`src/rtl/a2d_scan_pkg.sv`:
```
// Shared types and constants for the ADC128S scan controller.
// Latency: n/a (declarations only).
// Backpressure: n/a.
package a2d_scan_pkg;

    typedef enum logic [2:0] {
        ST_IDLE,
        ST_SND1,
        ST_WAIT1,
        ST_SND2,
        ST_WAIT2,
        ST_NEXT
    } state_t;

    localparam logic [1:0]  CMD_HDR   = 2'b00;
    localparam logic [10:0] CMD_PAD   = 11'h000;
    localparam int          NUM_SLOTS = 4;
    localparam int          RD_W      = 12;

    // ADC128S control word: channel address sits in bits [13:11]
    function automatic logic [15:0] mk_cmd(input logic [2:0] ch);
        return {CMD_HDR, ch, CMD_PAD};
    endfunction

endpackage

```
`src/rtl/a2d_scan_cyc_timer.sv`:
```
// Clearable up-counter with enable; o_tc is high while the count equals TERM.
// Latency: count updates one clock after i_inc; o_tc is a decode of the count.
// Backpressure: none; the count holds at TERM until cleared.
module cyc_timer #(
    parameter int TERM = 15
) (
    input  logic i_clk,
    input  logic i_rst_n,
    input  logic i_clr,
    input  logic i_inc,
    output logic o_tc
);

    localparam int             W      = $clog2(TERM + 2);
    localparam logic [W-1:0]   TERM_V = W'(TERM);

    logic [W-1:0] r_cnt;

    // Count up while enabled, clear has priority, saturate at the terminal value
    always_ff @(posedge i_clk) begin
        if (!i_rst_n) begin
            r_cnt <= '0;
        end else if (i_clr) begin
            r_cnt <= '0;
        end else if (i_inc && (r_cnt != TERM_V)) begin
            r_cnt <= r_cnt + 1'b1;
        end
    end

    assign o_tc = (r_cnt == TERM_V);

endmodule

```
`src/rtl/a2d_scan.sv`:
```
// Periodic 4-slot ADC128S scanner driving SPI_mnrch; keeps the 2nd response of each slot.
// Latency: first rd_vld ~2 SPI transactions after round start; snd/rd_vld are registered.
// Backpressure: waits on done per transaction; a missing done sets sticky err and aborts the round.
module a2d_scan
    import a2d_scan_pkg::*;
#(
    parameter logic [2:0] CH0        = 3'd0,
    parameter logic [2:0] CH1        = 3'd1,
    parameter logic [2:0] CH2        = 3'd4,
    parameter logic [2:0] CH3        = 3'd5,
    parameter int         PERIOD_CYC = 16384,
    parameter int         TO_CYC     = 4096
) (
    input  logic            clk,
    input  logic            rst_n,
    input  logic            en,
    output logic            snd,
    output logic [15:0]     cmd,
    input  logic            done,
    input  logic [15:0]     resp,
    output logic [RD_W-1:0] rd0,
    output logic [RD_W-1:0] rd1,
    output logic [RD_W-1:0] rd2,
    output logic [RD_W-1:0] rd3,
    output logic            rd_vld,
    output logic [1:0]      rd_idx,
    output logic            busy,
    output logic            err
);

    localparam logic [1:0] LAST_SLOT = 2'(NUM_SLOTS - 1);

    state_t          r_state;
    logic [1:0]      r_slot;
    logic [15:0]     r_cmd;
    logic            r_snd;
    logic            r_rd_vld;
    logic [1:0]      r_rd_idx;
    logic            r_err;
    logic [RD_W-1:0] r_rd [NUM_SLOTS];

    logic w_per_tc;
    logic w_per_clr;
    logic w_to_tc;
    logic w_in_wait;
    logic w_resp_hi_unused;

    function automatic logic [2:0] slot_ch(input logic [1:0] s);
        case (s)
            2'd0:    return CH0;
            2'd1:    return CH1;
            2'd2:    return CH2;
            default: return CH3;
        endcase
    endfunction

    assign w_in_wait        = (r_state == ST_WAIT1) || (r_state == ST_WAIT2);
    assign w_per_clr        = (r_state != ST_IDLE) || !en || w_per_tc;
    assign w_resp_hi_unused = ^resp[15:12];

    // Idle-gap counter between rounds; only runs in IDLE with en high
    cyc_timer #(.TERM(PERIOD_CYC - 1)) u_period (
        .i_clk   (clk),
        .i_rst_n (rst_n),
        .i_clr   (w_per_clr),
        .i_inc   (en),
        .o_tc    (w_per_tc)
    );

    // Done watchdog; terminal is TO_CYC-2 so the abort lands on the edge where
    // the count would reach TO_CYC-1 (cleared in the SND cycle before each wait)
    cyc_timer #(.TERM(TO_CYC - 2)) u_timeout (
        .i_clk   (clk),
        .i_rst_n (rst_n),
        .i_clr   (!w_in_wait),
        .i_inc   (1'b1),
        .o_tc    (w_to_tc)
    );

    // Scan sequencer: two identical transactions per slot, second response kept
    always_ff @(posedge clk) begin
        if (!rst_n) begin
            r_state  <= ST_IDLE;
            r_slot   <= '0;
            r_cmd    <= '0;
            r_snd    <= 1'b0;
            r_rd_vld <= 1'b0;
            r_rd_idx <= '0;
            r_err    <= 1'b0;
            for (int i = 0; i < NUM_SLOTS; i++) begin
                r_rd[i] <= '0;
            end
        end else begin
            r_snd    <= 1'b0;
            r_rd_vld <= 1'b0;
            case (r_state)
                ST_IDLE: begin
                    if (en && w_per_tc) begin
                        r_slot  <= '0;
                        r_cmd   <= mk_cmd(CH0);
                        r_snd   <= 1'b1;
                        r_state <= ST_SND1;
                    end
                end
                ST_SND1: r_state <= ST_WAIT1;
                ST_WAIT1: begin
                    // done wins over a coincident timeout
                    if (done) begin
                        r_snd   <= 1'b1;
                        r_state <= ST_SND2;
                    end else if (w_to_tc) begin
                        r_err   <= 1'b1;
                        r_slot  <= '0;
                        r_state <= ST_IDLE;
                    end
                end
                ST_SND2: r_state <= ST_WAIT2;
                ST_WAIT2: begin
                    if (done) begin
                        r_rd[r_slot] <= resp[RD_W-1:0];
                        r_rd_vld     <= 1'b1;
                        r_rd_idx     <= r_slot;
                        r_state      <= ST_NEXT;
                    end else if (w_to_tc) begin
                        r_err   <= 1'b1;
                        r_slot  <= '0;
                        r_state <= ST_IDLE;
                    end
                end
                ST_NEXT: begin
                    if (r_slot == LAST_SLOT) begin
                        r_slot  <= '0;
                        r_state <= ST_IDLE;
                    end else begin
                        r_slot  <= r_slot + 1'b1;
                        r_cmd   <= mk_cmd(slot_ch(r_slot + 1'b1));
                        r_snd   <= 1'b1;
                        r_state <= ST_SND1;
                    end
                end
                default: r_state <= ST_IDLE;
            endcase
        end
    end

    assign snd    = r_snd;
    assign cmd    = r_cmd;
    assign rd0    = r_rd[0];
    assign rd1    = r_rd[1];
    assign rd2    = r_rd[2];
    assign rd3    = r_rd[3];
    assign rd_vld = r_rd_vld;
    assign rd_idx = r_rd_idx;
    assign busy   = (r_state != ST_IDLE);
    assign err    = r_err;

endmodule

```
`config.mk`:
```
export PLATFORM = sky130hd
export DESIGN_NAME = a2d_scan
export DESIGN_NICKNAME = d
export VERILOG_FILES = /design/src/rtl/a2d_scan_pkg.sv /design/src/rtl/a2d_scan_cyc_timer.sv /design/src/rtl/a2d_scan.sv
export SDC_FILE = /design/constraint.sdc
export NUM_CORES = 1
export LEC_CHECK = 0
export CAP_MARGIN = 20
export CORE_MARGIN = 2
export CORE_UTILIZATION = 45
export CTS_CLUSTER_SIZE = 20
export DETAILED_ROUTE_END_ITERATION = 16
export GPL_ROUTABILITY_DRIVEN = 0
export PLACE_DENSITY_LB_ADDON = 0.25
export SLEW_MARGIN = 20
export SYNTH_ARGS = -nofsm -noshare
export SYNTH_HDL_FRONTEND = slang
export SYNTH_SLANG_ARGS = --single-unit
```
`constraint.sdc`:
```
create_clock -name clk -period 5.1 [get_ports clk]
set_clock_uncertainty 0.15 [all_clocks]
set_input_delay 1.02 -clock clk [delete_from_list [all_inputs] [get_ports clk]]
set_output_delay 1.02 -clock clk [all_outputs]
set_load 0.03 [all_outputs]
```
==> results of run 1 <==
-- per-stage QoR --
step	instance area (sq um)	setup WS (ps)
after floorplan	3830	2630
after global placement	4480	1240
after detailed placement	4480	1110
after CTS	4710	1470
after global routing	4710	1240
final	4710	1470
-- cell families after synthesis --
logic type	count (synthesis)
compound gates	18
xor+xnor	19
fa+ha+maj	5
buf+inv	36
flops	87
mux	5
other cells	1
simple gates	159
-- state kept, by name (all words and copies together), names as in the netlist --
name,flops
cmd,2
err,1
r_rd,48
r_slot,2
r_state,3
rd_idx,2
rd_vld,1
snd,1
u_period.r_cnt,15
u_timeout.r_cnt,12
-- cell usage after synthesis (all sizes together) --
cell type   n  area share
nor3        9       0.018
and2       39       0.065
conb        1     0.00099
and3       20       0.033
nand2b      7       0.012
nor2b       3      0.0050
nor2       31       0.031
mux2i       5       0.013
xnor2       5       0.012
a311oi      2      0.0046
o31ai       1      0.0020
a31oi       2      0.0033
maj3        1      0.0026
a41o        1      0.0026
o22ai       1      0.0017
buf        22       0.044
a21oi       1      0.0013
dfxtp      39        0.21
nand2      20       0.022
a211oi      1      0.0020
clkbuf      7      0.0076
nand4       7       0.017
xor2       14       0.032
inv         7      0.0070
or3         1      0.0017
ha          4       0.013
edfxtp     48        0.38
nor3b       3      0.0086
o21a        1      0.0020
and3b       2      0.0046
nand3      12       0.016
o21ai       8       0.012
and4        4      0.0093
nor4        1      0.0056
-- area by class of cell --
class | instances | area, sq um | area share
multi-input combinational | 220 | 1390 | 0.294
sequential | 87 | 2220 | 0.472
inverter | 7 | 26.3 | 0.00558
clock inverter | 7 | 101 | 0.0215
clock buffer | 9 | 124 | 0.0263
tap | 105 | 131 | 0.0279
timing repair buffer | 72 | 718 | 0.152
-- worst min-delay path by stage --
stage,from,depth (start not counted),to,slack (ps)
floorplan,u_period.r_cnt[14],2,u_period.r_cnt[14],270
global placement,u_period.r_cnt[14],2,u_period.r_cnt[14],290
detailed placement,u_period.r_cnt[14],2,u_period.r_cnt[14],290
CTS,u_period.r_cnt[14],2,u_period.r_cnt[14],310
global route,u_period.r_cnt[14],2,u_period.r_cnt[14],340
finish,u_period.r_cnt[14],2,u_period.r_cnt[14],310
-- worst reg2reg max path: stages (launching register included) --
cell	delay (ps)
dfxtp_1	550
and3_1	630
nand2_4	150
nor3b_2	590
nand2b_1	580
-- power groups by stage --
stage                     registers [mW]  clock network [mW]  logic (mW)
after floorplan                    0.806                   0      0.0684
after global placement             0.783                   0       0.136
after detailed placement           0.783                   0       0.137
after CTS                          0.767               0.547       0.137
after global routing               0.769               0.574       0.147
final                              0.766               0.533       0.136
-- routing by layer --
metal,global-route usage,routed length (um),up-vias
li1,-,-,1243
met1,0.209,3190,1189
met2,0.255,3310,78
met3,0.0356,442,18
met4,0.0881,175,0
met5,0,0,-
==> impl_metrics.tcl, run 1 <==
set metrics [dict create \
    synth_xor_area_frac 0.0440 \
    ir_worst_vdd_uv 120 \
    cts_tree "yes" \
    required_ps 4950 \
    critPathMaxFanout 16 \
    cts_buffers 9 \
    hold_violations 0 \
    initial_core_util 0.462 \
    tightest_slew_ps 641 \
    ys.warnings.count 0 \
    viasPerCell 4.99 \
    yosysUniqueCellTypes 46 \
    r2r_start "r_state[2]" \
    max_freq_mhz 276 \
    antenna_cells 0 \
    final_common_cell "clkdlybuf4s50_1" \
    drv_cap 0 \
    nFillCells 707 \
    cts_hold_buf 0 \
    power_leakage_nw 1.84 \
    power.internal_mw 1.09 \
    finalCritPeriodShare 0.711 \
    post-route-util 0.576 \
    cp.arrival_ps 3480 \
    finalPower_mw 1.44 \
    dieArea_sq_mm 0.00915 \
    rrSetupSlack_ps 2090 \
    portBuffers 71 \
    htree_levels 3 \
    worst_r2r_path_depth 4 \
    drtIter0Drc 115 \
    wirelength_um 7110 \
    cts_max_path_buffers 2 \
    cts_root_buffer "clkbuf_8" \
    drtPass1Iterations 4 \
    cp.depth 5 \
    final_cells 507 \
    yosys.area_share.adder 0.0159 \
    clk_latency_ps 350 \
    slowest_delay_ps 590 \
    synth_top_family_by_area "simple AND/OR/NAND/NOR gates" \
    place_inst 491 \
    muxShareOfSynthArea 0.0132 \
    grt_setup_unrepaired "no" \
    drive_gt1_frac 0.0721 \
    grt_usage 0.162 \
    placementRows 33 \
    syn_inst 330 \
    seq_area_frac_synth 0.588 \
    switching_share 0.244 \
    start_kind "input port" \
    postSynthAreaPerCell_sq_um 11.5 \
    grt_pass1_vias 2286 \
    period_minus_slack_ps 3630 \
    relSlewSlack 0.571 \
    grt_first_pass_wirelength_um 11000 \
    r2r_end "r_rd[2][8]" \
    pwr-share-seq 0.534 \
    worst_path_max_delay_cell "and3_1" \
    p_clk_frac 0.371 \
    dpl.hpwl_um 5080 \
    setup_viol 0 \
    placeableCoreArea_sq_mm 0.00818 \
    path_buf_inv 1 \
    wl_per_cell_um 14.0 \
    ant_nets 0 \
    crit_path_start "done" \
    worstHoldPathType "flip-flop to flip-flop" \
    num_vias 2528 \
    crit_chain "clkdlybuf4s50_1 > and3_1 > nand2_4 > nor3b_2 > nand2b_1" \
    synth_area_sq_mm 0.00378 \
    powerDensity_mw_per_mm2 305 \
    crit_end "r_rd[2][8]" \
    crit_type "input port to flip-flop" \
    fin_nets 421 \
    comb_power_share 0.095 \
    clk_pin_slew_ps 90 \
    cts-resized-gates 0 \
    synthSimpleGateAreaFrac 0.249 \
    drcViolationCount 0 \
    die_h_um 95.7 \
    status "complete, no violations" \
    die_w_um 95.7 \
    antenna_found_initial 0 \
    area_growth_pct 24.6 \
    io_pins 90 \
    synth_seq_cells 87 \
    grt_max_degree 32 \
    cp-end-kind "flip-flop" \
    synth_compound_area_frac 0.0311 \
    cts_post_setup_buffers_inserted 0 \
    fin_hold_ws_ps 306 \
    grt_overflow 0 \
    critical_path.top_delay_family "simple AND/OR/NAND/NOR gates" \
    tns_ps 0 \
    final_cell_mix "clkdlybuf4s50_1 (71), edfxtp_1 (48), and2_1 (39), dfxtp_1 (39), nor2_1 (30)" \
    p_sw_mw 0.350 \
    drv_slew 0 \
    clock_sinks 87 \
]
Power figures use the tool's default switching activity.
==> run 2, diff against run 1 <==
==> constraint.sdc (replaced) <==
create_clock -name clk -period 2.95 [get_ports clk]
set_clock_uncertainty 0.15 [all_clocks]
set_input_delay 0.59 -clock clk [delete_from_list [all_inputs] [get_ports clk]]
set_output_delay 0.59 -clock clk [all_outputs]
set_load 0.03 [all_outputs]
==> impl_metrics.tcl, run 2 (synthesis results as in run 1) <==
set metrics [dict create \
    worst_path_max_delay_cell "clkdlybuf4s50_1" \
    cp-end-kind "output pin" \
    cts_tree "yes" \
    viasPerCell 4.85 \
    critical_path.top_delay_family "buffers and inverters" \
    final_common_cell "clkdlybuf4s50_1" \
    hold_violations 0 \
    grt_overflow 0 \
    r2r_end "r_rd[1][3]" \
    critPathMaxFanout 11 \
    cts_hold_buf 0 \
    grt_usage 0.160 \
    worstHoldPathType "flip-flop to flip-flop" \
    min_from "u_period.r_cnt[14]" \
    placementRows 33 \
    fin_hold_ws_ps 309 \
    rrSetupSlack_ps 880 \
    tns_ps 0 \
    place_inst 497 \
    drv_slew 0 \
    power_leakage_nw 1.86 \
    hold_end "u_period.r_cnt[14]" \
    r2r_start "r_state[2]" \
    status "complete, no violations" \
    antenna_cells 0 \
    drive_gt1_frac 0.0858 \
    cts_max_path_buffers 2 \
    cts_buffers 9 \
    initial_core_util 0.462 \
    io_pins 90 \
    wirelength_um 6890 \
    grt_setup_unrepaired "no" \
    period_minus_slack_ps 2530 \
    cp.arrival_ps 1790 \
    drv_cap 0 \
    dieArea_sq_mm 0.00915 \
    crit_type "flip-flop to output pin" \
    clock_sinks 87 \
    slowest_delay_ps 670 \
    required_ps 2210 \
    grt_max_degree 32 \
    finalCritPeriodShare 0.856 \
    tightest_slew_ps 515 \
    relSlewSlack 0.657 \
    drtIter0Drc 123 \
    drcViolationCount 0 \
    area_growth_pct 25.2 \
    drtPass1Iterations 4 \
    clk_pin_slew_ps 80 \
    die_w_um 95.7 \
    ir_worst_vdd_uv 258 \
    regMostFlops "r_rd" \
    path_buf_inv 2 \
    top_regs "r_rd (48), u_period.r_cnt (15), u_timeout.r_cnt (12)" \
    crit_chain "nor3_2 > inv_1 > clkdlybuf4s50_1" \
    final_cell_mix "clkdlybuf4s50_1 (71), edfxtp_1 (48), and2_1 (39), dfxtp_1 (39), nor2_1 (30)" \
    setup_viol 0 \
    powerDensity_mw_per_mm2 507 \
    dpl.hpwl_um 4990 \
    portBuffers 71 \
    wl_per_cell_um 13.4 \
    placeableCoreArea_sq_mm 0.00818 \
    fin_nets 427 \
    hold_depth 2 \
    start_kind "flip-flop" \
    grt_first_pass_wirelength_um 11100 \
    cts_root_buffer "clkbuf_8" \
    num_vias 2489 \
    antenna_found_initial 0 \
    grt_pass1_vias 2309 \
    htree_levels 3 \
    max_freq_mhz 396 \
    cts_post_setup_buffers_inserted 0 \
    ant_nets 0 \
    cts-resized-gates 0 \
    die_h_um 95.7 \
    clk_latency_ps 350 \
    worst_r2r_path_depth 4 \
    largest_reg_flops 48 \
    final_cells 513 \
]
==> run 2: worst max path at each step <==
stage / cells past startpoint / endpoint / start / slack, ps
after global placement: 5 / r_rd[1][4] / done / 330
after detailed placement: 5 / r_rd[1][6] / done / 300
after global routing: 3 / busy / r_state[1] / 300
final: 3 / busy / r_state[2] / 420
after floorplan: 5 / r_rd[2][0] / done / 910
after CTS: 3 / busy / r_state[1] / 400
==> run 2: per-layer routing <==
metal | vias to the layer above | share of wire | track usage
li1 | 1255 | - | -
met1 | 1157 | 0.46 | 0.215
met2 | 68 | 0.47 | 0.256
met3 | 9 | 0.060 | 0.0316
met4 | 0 | 0.013 | 0.0643
met5 | - | 0 | 0
==> run 2: final cells by class <==
| class | instances | area, sq um |
|---|---|---|
| flip-flops and latches | 87 | 2220 |
| multi-input cells | 220 | 1390 |
| clock buffers | 9 | 124 |
| clock inverters | 7 | 80.1 |
| inverters | 7 | 26.3 |
| fillers | 685 | 3440 |
| repair buffers | 78 | 763 |
| well taps | 105 | 131 |
==> run 2: report_power, final <==
part           switching (mW)  leakage (nW)  internal, mW
Sequential             0.0210         0.810          1.30
Clock                   0.438        0.0968         0.402
Combinational           0.149         0.953        0.0881
==> run 2: worst min-delay path: stages (launching register included) <==
cell      delay [ps]
dfxtp_1          310
inv_1             60
a311oi_1          40
==> run 2: through the flow <==
step                      setup slack (ps)  total power [mW]  area [sq um]  utilization
final                                  424              2.40          4730        0.579
after floorplan                        914              1.51          3830            -
after detailed placement               298              1.59          4530        0.554
after CTS                              399              2.43          4730        0.579
after global routing                   301              2.50          4730        0.579
after global placement                 332              1.59          4530        0.554
==> run 3, diff against run 2 <==
--- a/config.mk
+++ b/config.mk
@@ -6,7 +6,6 @@
 export NUM_CORES = 1
 export LEC_CHECK = 0
 export CAP_MARGIN = 20
-export CORE_MARGIN = 2
 export CORE_UTILIZATION = 45
 export CTS_CLUSTER_SIZE = 20
 export DETAILED_ROUTE_END_ITERATION = 16
==> impl_metrics.tcl, run 3 (synthesis results as in run 1) <==
set metrics [dict create \
    status "complete, no violations" \
    period_minus_slack_ps 2530 \
    p_clk_frac 0.370 \
    power_leakage_nw 1.87 \
    finalCritPeriodShare 0.857 \
    fin_nets 427 \
    cp-end-kind "output pin" \
    final_cells 513 \
    cp.arrival_ps 1790 \
    powerDensity_mw_per_mm2 522 \
    nFillCells 698 \
    worst_path_max_delay_cell "clkdlybuf4s50_1" \
    grt_usage 0.168 \
    tightest_slew_ps 532 \
    ir_worst_vdd_uv 249 \
    htree_levels 3 \
    place_inst 497 \
    regMostFlops "r_rd" \
    crit_type "flip-flop to output pin" \
    max_freq_mhz 396 \
    critPathMaxFanout 10 \
    portBuffers 71 \
    pwr-share-seq 0.534 \
    drv_slew 0 \
    cts_buffers 9 \
    switching_share 0.243 \
    wirelength_um 6960 \
    post-route-util 0.582 \
    power.internal_mw 1.88 \
    area_growth_pct 25.8 \
    cts_hold_buf 0 \
    path_buf_inv 2 \
    start_kind "flip-flop" \
    drive_gt1_frac 0.0858 \
    pre_cts_slack_ps 279 \
    crit_chain "nor3_2 > inv_1 > clkdlybuf4s50_1" \
    antenna_found_initial 0 \
    drv_cap 0 \
    drcViolationCount 0 \
    clk_latency_ps 350 \
    cts_max_path_buffers 2 \
    worstHoldPathType "flip-flop to flip-flop" \
    grt_pass1_vias 2289 \
    largest_reg_flops 48 \
    drtIter0Drc 90 \
    die_w_um 93.7 \
    placementRows 33 \
    cts-resized-gates 0 \
    required_ps 2210 \
    grt_max_degree 32 \
    slowest_delay_ps 670 \
    hold_violations 0 \
    final_common_cell "clkdlybuf4s50_1" \
    dpl.hpwl_um 5020 \
    antenna_cells 0 \
    p_sw_mw 0.604 \
    clock_sinks 87 \
    placeableCoreArea_sq_mm 0.00818 \
    ant_nets 0 \
    wl_per_cell_um 13.6 \
    drtPass1Iterations 4 \
    tns_ps 0 \
    grt_first_pass_wirelength_um 11100 \
    viasPerCell 4.86 \
    setup_slack_ps 422 \
    dieArea_sq_mm 0.00877 \
    top_regs "r_rd (48), u_period.r_cnt (15), u_timeout.r_cnt (12)" \
    grt_overflow 0 \
    io_pins 90 \
    cts_post_setup_buffers_inserted 0 \
    grt_setup_unrepaired "no" \
    relSlewSlack 0.645 \
    critical_path.top_delay_family "buffers and inverters" \
    cts_tree "yes" \
    comb_power_share 0.096 \
    num_vias 2492 \
    setup_viol 0 \
    clk_pin_slew_ps 90 \
    die_h_um 93.7 \
    initial_core_util 0.462 \
    final_cell_mix "clkdlybuf4s50_1 (71), edfxtp_1 (48), and2_1 (39), dfxtp_1 (39), nor2_1 (30)" \
    cts_root_buffer "clkbuf_8" \
]
run 3: cell types whose count changed in the layout (fill, tap and decap cells not counted):
cell and delta:
clkinv_4 -1, bufinv_16 +1
run 3: path summary, 6_finish.rpt:
kind	startpoint	endpoint	slack, ps	cells past startpoint
worst max register to register	r_state[2]	r_rd[1][1]	850	4
worst max-delay path	r_state[1]	busy	420	3
worst min-delay path	u_period.r_cnt[14]	u_period.r_cnt[14]	300	2
worst min register to register	u_period.r_cnt[14]	u_period.r_cnt[14]	300	2
run 3: layer usage:
metal  GRT usage  share of wire  vias up
met5           0              0        -
met4      0.0731          0.016        0
met3      0.0332          0.061       10
met2       0.279           0.47       69
met1       0.212           0.45     1153
li1            -              -     1260
run 3: worst register-to-register path, delay by kind of cell, from the launching register on:
| family | cells | cell delay (ps) |
|---|---|---|
| and+or+nand+nor | 4 | 1040 |
| DFF | 1 | 550 |
run 3: power groups by stage:
stage	Clock [mW]	Combinational [mW]	Sequential, mW
floorplan	0	0.118	1.39
global route	0.983	0.256	1.33
detailed placement	0	0.240	1.35
CTS	0.941	0.240	1.33
finish	0.919	0.238	1.32
global placement	0	0.237	1.35
run 3: stage by stage:
stage | power (mW) | hold WS, ps | area, sq um
floorplan | 1.51 | 275 | 3830
global placement | 1.59 | 287 | 4530
detailed placement | 1.59 | 294 | 4530
CTS | 2.51 | 307 | 4750
global route | 2.57 | 328 | 4750
finish | 2.48 | 303 | 4750
run 3: layout make-up:
class | count | area (sq um) | area share
Clock buffer | 9 | 124 | 0.0261
Multi-Input combinational cell | 220 | 1390 | 0.292
Clock inverter | 7 | 101 | 0.0213
Timing Repair Buffer | 78 | 763 | 0.161
Tap cell | 105 | 131 | 0.0276
Sequential cell | 87 | 2220 | 0.467
Inverter | 7 | 26.3 | 0.00553
